## config.mk

```make
export PLATFORM = sky130hd
export DESIGN_NAME = ahb_debug_regfile
export DESIGN_NICKNAME = d
export VERILOG_FILES = /design/src/rtl/ahb_debug_regfile.sv
export SDC_FILE = /design/constraint.sdc
export NUM_CORES = 1
export LEC_CHECK = 0
export BUFFER_PORTS_ARGS = -buffer_cell sky130_fd_sc_hd__buf_4
export CAP_MARGIN = 10
export CORE_ASPECT_RATIO = 1.1
export CORE_MARGIN = 4
export CORE_UTILIZATION = 50
export CTS_CLUSTER_SIZE = 10
export DETAILED_ROUTE_END_ITERATION = 12
export GPL_ROUTABILITY_DRIVEN = 0
export HOLD_SLACK_MARGIN = 0.02
export PLACE_DENSITY = 0.85
export SLEW_MARGIN = 40
export SYNTH_ARGS = -nofsm -noshare
export SYNTH_HDL_FRONTEND = slang
export SYNTH_SLANG_ARGS = --single-unit
```

## constraint.sdc

```tcl
create_clock -name HCLK -period 2.89 [get_ports HCLK]
set_input_delay 0.1445 -clock HCLK [delete_from_list [all_inputs] [get_ports HCLK]]
set_output_delay 0.1445 -clock HCLK [all_outputs]
set_load 0.02 [all_outputs]
```

## src/rtl/ahb_debug_regfile.sv

```systemverilog
// AHB-Lite slave exposing NUM_REGS 32-bit debug registers with byte-lane writes,
// optional data-phase wait states and a two-cycle ERROR response for misaligned accesses.
module ahb_debug_regfile #(
    parameter int          NUM_REGS    = 2,
    parameter logic [23:0] BASE_ADDR   = 24'hFFFFF8,
    parameter int          WAIT_STATES = 0
) (
    input  logic                   HCLK,
    input  logic                   HRESETn,
    input  logic                   HSEL,
    input  logic [31:0]            HADDR,
    input  logic [1:0]             HTRANS,
    input  logic                   HWRITE,
    input  logic [2:0]             HSIZE,
    input  logic [31:0]            HWDATA,
    input  logic                   HREADY,
    output logic [31:0]            HRDATA,
    output logic                   HREADYOUT,
    output logic                   HRESP,
    output logic [NUM_REGS*32-1:0] dbg_reg_o,
    output logic [NUM_REGS-1:0]    dbg_wr_pulse_o
);
    localparam int          IDX_W     = $clog2(NUM_REGS);
    localparam logic [24:0] WIN_BYTES = 25'(4 * NUM_REGS);

    typedef enum logic [1:0] {IDLE, WAIT, ERR1, ERR2} state_t;

    state_t                    state, next_state;
    logic [2:0]                wait_cnt;
    logic [NUM_REGS-1:0][31:0] regs;

    // Latched address-phase information for the data phase in flight.
    logic                      dp_valid;
    logic                      dp_write;
    logic [IDX_W-1:0]          dp_idx;
    logic [3:0]                dp_lanes;

    logic [23:0]               addr;
    logic [23:0]               offset;
    logic                      accept;
    logic                      in_window;
    logic                      illegal;
    logic                      phase_end;
    logic                      complete;
    logic                      commit;
    logic [3:0]                lanes;
    logic [31:0]               merged;

    assign addr      = HADDR[23:0];
    assign offset    = addr - BASE_ADDR;
    assign accept    = HSEL & HREADY & HTRANS[1];
    assign in_window = (addr >= BASE_ADDR) && ({1'b0, offset} < WIN_BYTES);
    assign illegal   = (HSIZE > 3'd2) ||
                       (HSIZE == 3'd1 && HADDR[0]) ||
                       (HSIZE == 3'd2 && HADDR[1:0] != 2'b00);

    // NOTE: every signal driven in always_comb gets a default first so no latch is inferred.
    always_comb begin
        lanes = 4'b1111;
        case (HSIZE)
            3'd0:    lanes = 4'b0001 << HADDR[1:0];
            3'd1:    lanes = HADDR[1] ? 4'b1100 : 4'b0011;
            default: lanes = 4'b1111;
        endcase
    end

    // NOTE: sequential state uses non-blocking assignments so all flops update together.
    always_ff @(posedge HCLK or negedge HRESETn) begin
        if (!HRESETn) state <= IDLE;
        else          state <= next_state;
    end

    always_comb begin
        next_state = state;
        HREADYOUT  = 1'b1;
        HRESP      = 1'b0;
        phase_end  = 1'b0;
        case (state)
            IDLE, ERR2: begin
                HRESP      = (state == ERR2);
                phase_end  = 1'b1;
                next_state = IDLE;
                if (accept && in_window) begin
                    if (illegal)              next_state = ERR1;
                    else if (WAIT_STATES > 0) next_state = WAIT;
                end
            end
            WAIT: begin
                HREADYOUT = 1'b0;
                if (wait_cnt == 3'd0) next_state = IDLE;
            end
            ERR1: begin
                HREADYOUT  = 1'b0;
                HRESP      = 1'b1;
                next_state = ERR2;
            end
            default: next_state = IDLE;
        endcase
    end

    always_ff @(posedge HCLK or negedge HRESETn) begin
        if (!HRESETn) begin
            dp_valid <= 1'b0;
            dp_write <= 1'b0;
            dp_idx   <= '0;
            dp_lanes <= '0;
            wait_cnt <= '0;
        end else begin
            if (phase_end) begin
                dp_valid <= accept && in_window && !illegal;
                dp_write <= HWRITE;
                dp_idx   <= offset[IDX_W+1:2];
                dp_lanes <= lanes;
                if (next_state == WAIT) wait_cnt <= 3'(WAIT_STATES - 1);
            end
            if (state == WAIT && wait_cnt != 3'd0) wait_cnt <= wait_cnt - 3'd1;
        end
    end

    // The data phase completes in IDLE; WAIT always hands over to IDLE for the final cycle.
    assign complete = dp_valid && (state == IDLE);
    assign commit   = complete && dp_write;

    always_comb begin
        merged = regs[dp_idx];
        for (int b = 0; b < 4; b++) begin
            if (dp_lanes[b]) merged[8*b +: 8] = HWDATA[8*b +: 8];
        end
    end

    always_ff @(posedge HCLK or negedge HRESETn) begin
        // NOTE: the register array is reset, unlike a RAM, because software expects zeros after reset.
        if (!HRESETn) begin
            regs           <= '0;
            dbg_wr_pulse_o <= '0;
        end else begin
            dbg_wr_pulse_o <= '0;
            if (commit) begin
                regs[dp_idx]           <= merged;
                dbg_wr_pulse_o[dp_idx] <= 1'b1;
            end
        end
    end

    assign HRDATA    = (complete && !dp_write) ? regs[dp_idx] : 32'd0;
    assign dbg_reg_o = regs;

    // Address bits outside the decoded window range are intentionally ignored.
    logic unused_bits;
    assign unused_bits = ^{HADDR[31:24], offset[23:IDX_W+2], offset[1:0]};
endmodule

```

### Yosys cells after proc, flatten, opt, wreduce, memory -nomap -nowiden

Index checks and enable logic that the tools add are counted.

* flip-flop bits (word level): 78
* input port bits: 74

* $add $sub $neg: 2
* order comparisons: 5
* equality and inequality tests: 6
* shifts and indexed selects: 1
* muxes and demuxes: 25
* bitwise operators: 2
* reductions and logical operators: 24

Operators by type and width (number)
* 32-bit two-way mux: 4
* 64-bit bitwise mux: 1
* 32-bit demux with 1-bit select: 1
* 8-bit two-way mux: 4
* 24-bit greater-or-equal comparator, second input constant: 1
* 24-bit by 4-bit less-than comparator with 1-bit output, second input constant: 1
* 24-bit subtractor, second input constant: 1
* 1-bit logical AND: 10
* 3-bit two-way mux: 3
* 2-bit two-way mux: 4
* 4-bit one-hot mux with 2 select lines: 1
* 3-bit zero test: 2
* 2-bit one-hot mux with 3 select lines: 1
* 2-bit nonzero test: 3
* 2-bit by 1-bit == test with 1-bit output, second input constant: 2
* 2-bit == test, second input constant: 2
* 4-bit two-way mux: 1
* 2-bit OR reduction: 2
* 1-bit by 2-bit left shift with 4-bit output, first input constant: 1
* 3-bit by 1-bit == test with 1-bit output, second input constant: 1
* 3-bit by 2-bit == test with 1-bit output, second input constant: 1
* 3-bit by 2-bit > comparator with 1-bit output, second input constant: 1
* 1-bit two-way mux: 3
* 3-bit nonzero test: 1
* 10 further kinds: 13

### Logic depth before layout (Yosys ltp)

* word-level depth: 11
* depth in mapped cells: 7
* gate-level depth less buffers: 6

### Worst setup path before layout

OpenSTA, ideal clock, no wires.

* path type: register to register
* start: reg state[0]
* end: reg dp_valid
* library setup time: 64 ps
* data arrival time: 1585 ps
* data required time: 2826 ps
* path slack: 1241 ps
* cell stages (with the launch flop): 8
* buffers on the path: 1
* path through: dfrtp_1 > inv_1 > ha_1 > clkbuf_1 > nor3_1 > nand4_1 > nor4_1 > a22o_2

* cells in the longest elaborated chain, start to end: 3
* elaborated cells between the ends (all ways): 4
* those cells by class: eq/ne: 1; mux: 1; reduce/logical: 2

Ends and longest elaborated chain
* start, declared: RTL line 28 `state_t state, next_state;`
* start signal, assigned: RTL line 70 `else state <= next_state;`
* 2-bit == test / 2-bit zero test (equally long branches): RTL line 78 `case (state)`
* 2-bit OR reduction (*): RTL line 78
* 1-bit two-way mux (*): RTL line 78
* end signal, assigned: RTL line 110 `dp_valid <= accept && in_window && !illegal;`
* end, declared: RTL line 33 `logic dp_valid;`

Mark *: on every way between the ends. The rest lies on a longest branch, timed or not.
A chain may end at the register's enable or synchronous reset.

### Worst setup path in the final report

* start: reg state[0]
* end: out HRDATA[3]

* cells in the longest elaborated chain, start to end: 4

Ends and longest elaborated chain
* 2-bit zero test: RTL line 121 `assign complete = dp_valid && (state == IDLE);`
* 1-bit logical AND: RTL line 121
* 1-bit logical AND: RTL line 145 `assign HRDATA = (complete && !dp_write) ? regs[dp_idx] : 32'd0;`
* 32-bit two-way mux: RTL line 145
* end, declared: RTL line 17 `output logic [31:0] HRDATA,`

Every way passes these cells.

==> key figures <==
Clocking
  • Maximum level of the CTS H-tree: 3
  • Cts bufs inserted: 9
  • TritonCTS clock tree: built
  • CTS max path bufs: 2
  • Source-to-sink clock delay at the later pin of the worst-skew pair: 0.34 ns
  • Clock transition at the registers of the reported paths: 0.07 ns
  • CTS Root Buffer Type: sky130_fd_sc_hd__clkbuf_8
  • Buffers inserted by post-CTS timing repair: 0
  • Post-CTS Hold Fix Bufs: 2
  • TritonCTS Sinks: 78
  • Post-CTS resize count: 0

Detailed routing
  • Detailed-router iteration count before antenna repair: 5
  • DR WL/cell: 16.64 um
  • Ratio of routed vias to standard cells: 5.314
  • Post-detailed-route DRC marker count: 0
  • Vias after detailed routing: 2,976
  • Count of routing violations after the opening detailed-route iteration: 88
  • Total wirelength of the detailed-routed design: 9.317 mm
  • Post-detailed-route count of antenna-violating nets: 0

Synth
  • Share of the synthesized area in the top cell type: 52.07%
  • Fraction of registers with async set or reset after synthesis: 100.0%
  • Synth warnings: 0
  • EDFF count, synth: 0
  • Leading cell types by total area after synthesis: sky130_fd_sc_hd__dfrtp_1 (52%), sky130_fd_sc_hd__mux2_2 (18%), sky130_fd_sc_hd__mux2i_1 (8.5%), sky130_fd_sc_hd__nor2_1 (3.5%), sky130_fd_sc_hd__ha_1 (2.7%)
  • Cell with the most instances after synthesis: sky130_fd_sc_hd__dfrtp_1
  • Count of unique library cells instantiated by Yosys: 36
  • Leading register cell type out of synthesis: sky130_fd_sc_hd__dfrtp_1
  • Most frequent cells after synthesis: sky130_fd_sc_hd__dfrtp_1 (78), sky130_fd_sc_hd__mux2_2 (61), sky130_fd_sc_hd__nor2_1 (35), sky130_fd_sc_hd__mux2i_1 (32), sky130_fd_sc_hd__inv_1 (9)
  • Avg Cell Area, Syn: 12.58 sq um
  • Syn Std Cell Area: 3749 sq um
  • Syn Inst Count: 298
  • Total of flip-flops plus latches after synthesis: 78
  • Library cell occupying the most area in the post-synthesis netlist: sky130_fd_sc_hd__dfrtp_1
  • Share of synthesized area occupied by flip-flops and latches: 52.07%
  • Number of nets in the synthesized netlist: 380

Layout
  • Final core utilization: 74.28%
  • P&R area growth vs syn: 42.02%
  • Antenna diode instance count: 0
  • Layout cell share with drive strength beyond 1: 54.53%
  • Number of filler cells placed in the layout: 527
  • Number of nets in the finished design: 552

Pwr
  • IR drop worst, VDD: 317.2 uV
  • LEAKAGE: 2.572 nW
  • Power density relative to cell area: 457.5 nW/um^2

STA
  • Portion of the clock cycle consumed by the worst path in the final layout: 84.60%
  • Setup TNS: 0 ns
  • Max Transition Viols Final: 0
  • Worst Setup Slack, final: 0.4450 ns
  • Worst-case clock skew: 0.01147 ns
  • Minimum clock period: 2.445 ns
  • Achievable Freq: 0.4090 GHz
  • Slew at the pin with the worst max-slew slack: 0.7160 ns
  • Final setup violation count: 0
  • Max_slew headroom: 52.13%
  • Setup repair after global routing missed its margin: no
  • Hold Vio Cnt, Final: 0

Floorplan
  • Total die area: 8948 sq um
  • # IOs: 174
  • Std-Cell Rows: 32
  • Chip Width: 90.56 um
  • Area of the core region: 7167 sq um
  • Overall die height: 98.81 um
  • Starting Density: 52.30%

Global route
  • Via count of the first global-routing pass: 3,153
  • Wire length of the first global-routing pass: 15.37 mm
  • GR peak layer: met2
  • Grt met3 use: 5.954%
  • Global Route met1 Usage: 24.85%
  • Antenna violations before repair: 0
  • Total routing resource utilization after global routing: 21.16%
  • Congestion Overflow GR: 0
  • Pin count of the biggest net entering global routing: 79
  • GR met2 Demand/Resource: 37.99%

Run
  • Count of maximum capacitance violations: 0

Placement
  • Worst setup timing slack at the placement stage: 0.8103 ns
  • Placed wire-length estimate after detailed placement: 7.181 mm
  • Buffers added on ports: 164

Critical path
  • Data required time of the worst path: 2.75 ns
  • Flop2flop setup slack: 1.11 ns
  • Worst-path fanout max: 19
  • Path type of the worst setup path: flip-flop to output pin
  • Critical path endpoint category: output pin
  • Crit start category: flip-flop
  • Critical path arrival: 2.30 ns

Worst hold path
  • Classification of the worst-slack hold path: primary input to flip-flop

Outcome
  • Result of the run: completed
==> registers in the layout, indices dropped and copies added (netlist names) <==
signal / count
dbg_reg_o: 64
dbg_wr_pulse_o: 2
dp_idx: 1
dp_lanes: 4
dp_valid: 1
dp_write: 1
state: 2
wait_cnt: 3
==> worst max-delay path, cell delays in order (launching register included) <==
cell                       delay, ns
sky130_fd_sc_hd__dfrtp_1        0.40
sky130_fd_sc_hd__inv_1          0.13
sky130_fd_sc_hd__ha_1           0.20
sky130_fd_sc_hd__nand3b_1       0.51
sky130_fd_sc_hd__buf_4          0.44
sky130_fd_sc_hd__nor2_1         0.14
sky130_fd_sc_hd__buf_4          0.15
==> placed cells by master, fill, tap and decap left out, types with 4 or more instances in the layout <==
cell type	count
sky130_fd_sc_hd__buf_4	165
sky130_fd_sc_hd__dfrtp_1	77
sky130_fd_sc_hd__mux2_2	61
sky130_fd_sc_hd__nor2_1	35
sky130_fd_sc_hd__mux2i_1	32
sky130_fd_sc_hd__clkbuf_8	10
sky130_fd_sc_hd__inv_1	9
sky130_fd_sc_hd__nand2_2	8
sky130_fd_sc_hd__ha_1	8
sky130_fd_sc_hd__nand2_1	6
sky130_fd_sc_hd__o21ai_0	6
sky130_fd_sc_hd__nor3_1	5
sky130_fd_sc_hd__o21a_1	5
sky130_fd_sc_hd__mux2_1	5
sky130_fd_sc_hd__xnor2_1	4
==> worst paths after layout <==
kind | from | endpoint | cells after the start
hold / removal | HWDATA[23] | dbg_reg_o[55] | 2
hold reg to reg | wait_cnt[0] | wait_cnt[0] | 1
max in group asynchronous | HRESETn | dp_idx | 2
min in group asynchronous | HRESETn | wait_cnt[1] | 2
setup / recovery | state[0] | HRDATA[3] | 6
setup reg to reg | state[0] | dbg_reg_o[6] | 6
==> per-layer routing <==
| metal | vias up | routed length (um) |
|---|---|---|
| met5 | - | 0 |
| met4 | 0 | 118 |
| met3 | 15 | 619 |
| met2 | 99 | 4893 |
| met1 | 1463 | 3687 |
| li1 | 1399 | - |
==> final cells by class <==
| class | instances | area [sq um] | area share, % |
|---|---|---|---|
| multi-input cells | 203 | 1728 | 32.46 |
| inverters | 9 | 33.78 | 0.6345 |
| clock inverters | 5 | 81.33 | 1.528 |
| flip-flops and latches | 78 | 1953 | 36.69 |
| well taps | 85 | 106.4 | 1.998 |
| repair buffers | 169 | 1280 | 24.04 |
| clock buffers | 11 | 141.4 | 2.656 |
==> power by group <==
group	internal [W]	switching, W
clock	0.000512	0.000391
sequential	0.00114	0.0000465
combinational	0.000182	0.000163
==> stage by stage <==
| step | cells | area [sq um] | hold slack (ns) | total power [W] |
|---|---|---|---|---|
| floorplan | 298 | 3749 | -0.1511 | 0.001354 |
| detailed placement | 541 | 5071 | 0.2207 | 0.001554 |
| finish | 560 | 5324 | 0.03282 | 0.002436 |
| global placement | 541 | 5067 | 0.3376 | 0.001539 |
| global route | 560 | 5324 | 0.02319 | 0.002543 |
| CTS | 559 | 5314 | 0.02303 | 0.002461 |
==> kinds of logic (layout without fill, tap and decap cells) <==
kind of cell / Yosys count / after routing / share of synthesized area [%]
muxes: 98 / 98 / 28.37
DFF: 78 / 78 / 52.07
and+or+nand+nor: 72 / 72 / 9.947
AOI/OAI and AO/OA: 20 / 20 / 3.939
buffers and inverters: 17 / 194 / 1.836
adders and majority gates: 8 / 8 / 2.670
xor gates and xnor gates: 5 / 5 / 1.168
(Power assumes the default switching activity.)
